$ cat config.mk
export PLATFORM = sky130hd
export DESIGN_NAME = sa_input_skewer
export DESIGN_NICKNAME = d
export VERILOG_FILES = /design/src/rtl/sa_input_skewer.sv
export SDC_FILE = /design/constraint.sdc
export NUM_CORES = 1
export LEC_CHECK = 0
export BUFFER_PORTS_ARGS = -buffer_cell sky130_fd_sc_hd__buf_2
export CAP_MARGIN = 20
export CORE_MARGIN = 2
export CORE_UTILIZATION = 40
export CTS_CLUSTER_DIAMETER = 60
export DETAILED_ROUTE_END_ITERATION = 10
export HOLD_SLACK_MARGIN = 0.15
export PLACE_DENSITY = 0.68
export SYNTH_ARGS = -nofsm -noshare
export SYNTH_HDL_FRONTEND = slang
export SYNTH_SLANG_ARGS = --single-unit
$ cat constraint.sdc
create_clock -name CLK -period 28.1 [get_ports CLK]
set_input_delay 7.025 -clock CLK [delete_from_list [all_inputs] [get_ports CLK]]
set_output_delay 7.025 -clock CLK [all_outputs]
set_load 0.1 [all_outputs]
$ cat src/rtl/sa_input_skewer.sv
// Diagonal-wavefront feeder for the systolic mesh: lane i is delayed i cycles behind lane 0.
// Optional SKEW_ZERO_BUBBLE_EN forces operand/control fields of bubble stages to zero.
module sa_input_skewer #(
    parameter int LANES   = 8,
    parameter int DW      = 8,
    parameter int SHIFT_W = 6
) (
    input  logic                     CLK,
    input  logic                     RST,
    input  logic                     in_valid,
    output logic                     in_ready,
    input  logic [LANES*DW-1:0]      in_a,
    input  logic [LANES*DW-1:0]      in_d,
    input  logic                     in_propagate,
    input  logic [SHIFT_W-1:0]       in_shift,
    input  logic                     in_last,
    output logic [LANES*DW-1:0]      out_a,
    output logic [LANES*DW-1:0]      out_d,
    output logic [LANES-1:0]         out_propagate,
    output logic [LANES*SHIFT_W-1:0] out_shift,
    output logic [LANES-1:0]         out_valid,
    output logic                     busy
);

    localparam int CNT_W = (LANES > 1) ? $clog2(LANES) : 1;

    typedef enum logic [1:0] {IDLE, STREAM, DRAIN} state_t;

    state_t             state, state_nxt;
    logic [CNT_W-1:0]   cnt, cnt_nxt;
    logic               rst_done;
    logic               accept;

    logic [LANES*DW-1:0] a_head;
    logic [LANES*DW-1:0] d_head;
    logic                prop_head;
    logic [SHIFT_W-1:0]  shift_head;

    assign accept   = in_valid & in_ready;
    // rst_done keeps in_ready low until the first edge after reset release
    assign in_ready = rst_done && (state != DRAIN);
    assign busy     = (state != IDLE) || (|out_valid);

    always_ff @(posedge CLK or posedge RST) begin
        if (RST) begin
            state    <= IDLE;
            cnt      <= '0;
            rst_done <= 1'b0;
        end else begin
            state    <= state_nxt;
            cnt      <= cnt_nxt;
            rst_done <= 1'b1;
        end
    end

    always_comb begin
        state_nxt = state;
        cnt_nxt   = cnt;
        case (state)
            IDLE, STREAM: begin
                if (accept) begin
                    if (!in_last) begin
                        state_nxt = STREAM;
                    end else if (LANES > 1) begin
                        state_nxt = DRAIN;
                        cnt_nxt   = CNT_W'(LANES - 1);
                    end else begin
                        state_nxt = IDLE;
                    end
                end
            end
            DRAIN: begin
                // exit on the cycle the counter would hit zero: LANES-1 DRAIN cycles total
                cnt_nxt = cnt - CNT_W'(1);
                if (cnt <= CNT_W'(1)) state_nxt = IDLE;
            end
            default: state_nxt = IDLE;
        endcase
    end

    always_comb begin
`ifdef SKEW_ZERO_BUBBLE_EN
        a_head     = accept ? in_a : '0;
        d_head     = accept ? in_d : '0;
        prop_head  = accept ? in_propagate : 1'b0;
        shift_head = accept ? in_shift : '0;
`else
        a_head     = in_a;
        d_head     = in_d;
        prop_head  = in_propagate;
        shift_head = in_shift;
`endif
    end

    for (genvar i = 0; i < LANES; i++) begin : g_lane
        logic [DW-1:0]      a_pipe     [0:i];
        logic [DW-1:0]      d_pipe     [0:i];
        logic               prop_pipe  [0:i];
        logic [SHIFT_W-1:0] shift_pipe [0:i];
        logic               vld_pipe   [0:i];

        // stage 0 captures the head; stage s takes stage s-1
        always_ff @(posedge CLK or posedge RST) begin
            if (RST) begin
                for (int s = 0; s <= i; s++) begin
                    a_pipe[s]     <= '0;
                    d_pipe[s]     <= '0;
                    prop_pipe[s]  <= 1'b0;
                    shift_pipe[s] <= '0;
                    vld_pipe[s]   <= 1'b0;
                end
            end else begin
                a_pipe[0]     <= a_head[i*DW +: DW];
                d_pipe[0]     <= d_head[i*DW +: DW];
                prop_pipe[0]  <= prop_head;
                shift_pipe[0] <= shift_head;
                vld_pipe[0]   <= accept;
                for (int s = 1; s <= i; s++) begin
                    a_pipe[s]     <= a_pipe[s-1];
                    d_pipe[s]     <= d_pipe[s-1];
                    prop_pipe[s]  <= prop_pipe[s-1];
                    shift_pipe[s] <= shift_pipe[s-1];
                    vld_pipe[s]   <= vld_pipe[s-1];
                end
            end
        end

        assign out_a[i*DW +: DW]           = a_pipe[i];
        assign out_d[i*DW +: DW]           = d_pipe[i];
        assign out_propagate[i]            = prop_pipe[i];
        assign out_shift[i*SHIFT_W +: SHIFT_W] = shift_pipe[i];
        assign out_valid[i]                = vld_pipe[i];
    end

endmodule

# Word level (Yosys, flattened, before mapping)
# Cells that the tools add are included.
totals:
  reg_bits: 646
  latchBits: 0
  mem_bits_rw: 0
  romBits: 0
  input_bits: 139
  output_inout_bits: 194
  elab_cells: 124
  memories: 0
op_classes:
  add_sub_neg: 1
  n_mul: 0
  div: 0
  order_cmp: 1
  eq_ne: 6
  n_shift: 0
  muxes: 7
  bitwise: 1
  n_reduce_logical: 9
ops:
  columns: ["cell", "n"]
  rows:
  - ["2-bit inequality test (second input constant)", 4]
  - ["8-bit OR reduction", 1]
  - ["2-bit two-way mux", 3]
  - ["3-bit two-way mux", 2]
  - ["3-bit one-hot mux with 2 select lines", 1]
  - ["2-bit one-hot mux with 2 select lines", 1]
  - ["2-bit nonzero test", 2]
  - ["3-bit by 1-bit less-or-equal comparator with 1-bit output (second input constant)", 1]
  - ["3-bit AND reduction", 1]
  - ["3-bit by 1-bit subtractor with 3-bit output (second input constant)", 1]
  - ["2-bit by 1-bit equality test with 1-bit output (second input constant)", 1]
  - ["2-bit equality test (second input constant)", 1]
  - ["2-bit logical NOT", 1]
  - ["2-bit AND reduction", 1]
  - ["2-bit OR reduction", 1]
  - ["1-bit AND", 1]
  - ["1-bit logical AND", 1]
  - ["1-bit logical OR", 1]

# Depth between registers and ports, before layout
logic_depth:
  depth_word: 5
  depth_mapped: 5
  ltp_nobuf: 5

# Least setup slack after synthesis
# No wires, ideal clock.
synth_path:
  path_kind: "flip-flop to output port"
  from: "reg g_lane[5].vld_pipe[1] (netlist name)"
  to: "out busy"
  arrival_time_ns: 1.897
  t_required_ns: 21.075
  slack_ns: 19.178
  stages_incl_launch_ff: 3
  path_buffers: 0
  path_cell_list: "dfrtp_1 nor4_1 nand3_1"
synth_rtl:
  columns: ["element", "line", "text"]
  rows:
  - ["end: declaration", "22", "output logic busy"]

==> results.sh <==
export IMPL_outcome="finished, final reports clean"
export IMPL_end_kind="async pin"
export IMPL_r2r_start="cnt[1]"
export IMPL_grt_usage=0.1196
export IMPL_worstPathRequired_ns=28.84
export IMPL_path_class="in2async"
export IMPL_start_kind="input pin"
export IMPL_area_growth_pct=22.50
export IMPL_vias=6666
export IMPL_hold_viol=0
export IMPL_synth_common_cells="dfrtp_1, buf_4, inv_1"
export IMPL_tns_ns=0
export IMPL_cts_setup_buffers=0
export IMPL_drt_total_wl_um=25650
export IMPL_fmax_mhz=107.5
export IMPL_cp_max_fo=133
export IMPL_synth_cell_types=20
export IMPL_ys_warn_count=0
export IMPL_synth_top_area_share=0.9399
export IMPL_arrival_ns=10.04
export IMPL_max_slew_margin=0.3738
export IMPL_pwr_share_seq=0.487
export IMPL_drv_cap=0
export IMPL_final_util=0.4989
export IMPL_slew_violations=0
export IMPL_pwr_share_clk=0.428
export IMPL_numCtsBuffers=66
export IMPL_yosys_area_top_type="dfrtp_1"
export IMPL_postCtsHoldBufs=0
export IMPL_fillers=3366
export IMPL_dp_cells=1549
export IMPL_finalCriticalPeriod_ns=9.305
export IMPL_dpl_hpwl_um=15500
export IMPL_final_cells=1673
export IMPL_power_density_nw_per_um2=97.21
export IMPL_fin_area_um2=21070
export IMPL_cp_buffers_inverters=7
export IMPL_place_area_um2=18740
export IMPL_cpPeakStageDelay_ns=0.76
export IMPL_htreeDepth=3
export IMPL_insertion_delay_ns=0.57
export IMPL_ant_nets=0
export IMPL_p_leak_nw=10.11
export IMPL_drt_first_pass_iters=4
export IMPL_post_route_period_util=0.3311
export IMPL_synth_most_common_cell="dfrtp_1"
export IMPL_fp_coreArea_um2=42230
export IMPL_synthArstFlopShare=1.000
export IMPL_total_power_w=0.002048
export IMPL_antenna_found_initial=6
export IMPL_path_cells="buf_2 > inv_8 > buf_4 > buf_16 > buf_4 > buf_4 > buf_16"
export IMPL_nNetsFinal=1221
export IMPL_yosys_top_cells_area="dfrtp_1, buf_4, ha_1"
export IMPL_crit_slowest_cell="buf_4"
export IMPL_rows=75
export IMPL_clock_path_buffers=3
export IMPL_final_setup_viol_count=0
export IMPL_syn_cell_area_um2=17200
export IMPL_io_buffer_count=332
export IMPL_initial_utilization=0.4073
export IMPL_root_buffer="clkbuf_16"
export IMPL_regToRegEndpoint="state[1]"
export IMPL_p_int_w=0.001533
export IMPL_hold_depth=0
export IMPL_cts_sinks=646
export IMPL_tightest_slew_ns=0.9393
export IMPL_synthFlopType="dfrtp_1"
export IMPL_grt_start_max_net_pins=197
export IMPL_clk_pin_slew_worst_paths_ns=0.06
export IMPL_fin_worst_skew_ns=0.01685
export IMPL_syn_inst=787
export IMPL_die_area_um2=44670
export IMPL_reg2reg_depth=5
export IMPL_die_h_um=211.4
export IMPL_whs_endpoint="g_lane[7].d_pipe[47]"
export IMPL_post_drt_via_cell_ratio=3.984
export IMPL_switchingPower_w=0.0005152
export IMPL_syn_area_per_cell_um2=21.85
export IMPL_drive_above_1_share=0.4014
export IMPL_grt_overflow_total=0
export IMPL_drt_iter0_drc=257
export IMPL_io_pins=333
export IMPL_synth_edf_count=0
export IMPL_post_route_drc_count=0
export IMPL_cpMostUsedCell="buf_4"
export IMPL_hp_class="reg2reg"
export IMPL_grt_pass1_wl_um=40430
export IMPL_switching_share=0.2516
export IMPL_die_x_um=211.4
export IMPL_comb_power_share=0.085
export IMPL_ir_worst_vdd_mv=0.07027
export IMPL_gp_congestion=0.7450
export IMPL_synth_nets=928
export IMPL_cts_tree="built"
export IMPL_ys_seq_area_frac=0.9399
export IMPL_grt_pass1_vias=7453
export IMPL_postCtsResizedCells=0
export IMPL_wl_per_cell_um=15.33
export IMPL_path_delay_family="buffers and inverters"
export IMPL_hold_path_startpoint="g_lane[7].d_pipe[55]"
export IMPL_rsz0062_at_grt="no"
export IMPL_r2r_setup_slack_ns=27.04
export IMPL_ys_seq_elements=646
[power groups by stage]
| stage | registers (W) | logic (W) | clock network (W) |
|---|---|---|---|
| 2_1_floorplan | 0.00106 | 0.000104 | 0 |
| 3_3_place_gp | 0.00101 | 0.000172 | 0 |
| 3_5_place_dp | 0.00102 | 0.000174 | 0 |
| 4_1_cts | 0.000999 | 0.000175 | 0.000908 |
| 5_1_grt | 0.00100 | 0.000181 | 0.000950 |
| 6_report | 0.000998 | 0.000173 | 0.000877 |
[area by class of cell]
cell class / count / area [µm²] / area share
Sequential cell: 646 / 16170 / 0.7673
Clock buffer: 88 / 1896 / 0.08997
Timing Repair Buffer: 339 / 1767 / 0.08385
Tap cell: 539 / 674.4 / 0.03201
Clock inverter: 31 / 374.1 / 0.01776
Multi-Input combinational cell: 23 / 162.7 / 0.007720
Inverter: 4 / 22.52 / 0.001069
Antenna cell: 3 / 7.507 / 0.0003563
[per-stage QoR]
step	setup slack [ns]	hold WS, ns
detailed placement	17.30	0.3347
floorplan	2.976	0.3312
global route	18.28	0.3373
finish	18.79	0.3326
CTS	17.94	0.3356
global placement	17.49	0.3313
[layout by cell type (no fill, tap or decap), drive strengths merged, types with 2 or more instances in the layout]
| cell type | synthesis | final |
|---|---|---|
| ha | 2 | 2 |
| a2bb2oi | 2 | 2 |
| nor2 | 2 | 2 |
| buf | 114 | 339 |
| diode | 0 | 3 |
| clkinv | 0 | 16 |
| o21ai | 2 | 2 |
| dfrtp | 646 | 646 |
| nand2 | 2 | 2 |
| nor4 | 2 | 2 |
| clkbuf | 0 | 88 |
| inv | 4 | 12 |
| bufinv | 0 | 5 |
| clkinvlp | 0 | 2 |
[routing by layer]
layer,wire [µm],up-vias,global-route usage
met1,9576,3453,0.1418
met3,1780,65,0.03961
met2,13400,206,0.1922
li1,-,2940,-
met4,883,2,0.06921
met5,13,-,0
[registers in the layout, indices dropped and copies added, names as in the netlist]
name / flops
out_valid: 3
out_a: 56
g_lane.vld_pipe: 5
out_propagate: 3
g_lane.shift_pipe: 36
g_lane.prop_pipe: 5
g_lane.a_pipe: 232
out_shift: 12
rst_done: 1
state: 2
out_d: 56
cnt: 3
g_lane.d_pipe: 232
[logic make-up (layout without fill, tap and decap cells)]
family | after synthesis | after routing | synth area share
and+or+nand+nor | 12 | 12 | 0.004437
buffers and inverters | 118 | 462 | 0.05063
DFF | 646 | 646 | 0.9399
other | 1 | 4 | 0.0002180
AOI/OAI and AO/OA | 7 | 7 | 0.002837
xor gates and xnor gates | 1 | 1 | 0.0005093
adders and majority gates | 2 | 2 | 0.001455
[worst max-delay path by stage]
stage / start / to / slack, ns / cells after the start
CTS: RST / g_lane[3].d_pipe[21] / 17.94 / 5
detailed placement: RST / g_lane[5].a_pipe[20] / 17.30 / 5
global placement: RST / g_lane[5].d_pipe[35] / 17.49 / 5
finish: RST / g_lane[5].a_pipe[20] / 18.79 / 7
floorplan: RST / cnt[0] / 2.98 / 1
global route: RST / g_lane[3].d_pipe[21] / 18.28 / 7
[worst register-to-register path, cell delays in order, from the launching register on]
cell	delay, ns
dfrtp_1	0.40
inv_1	0.08
ha_1	0.15
inv_1	0.04
o21ai_0	0.15
o21ai_0	0.11
Note: power is estimated with default switching activity, not from simulation.
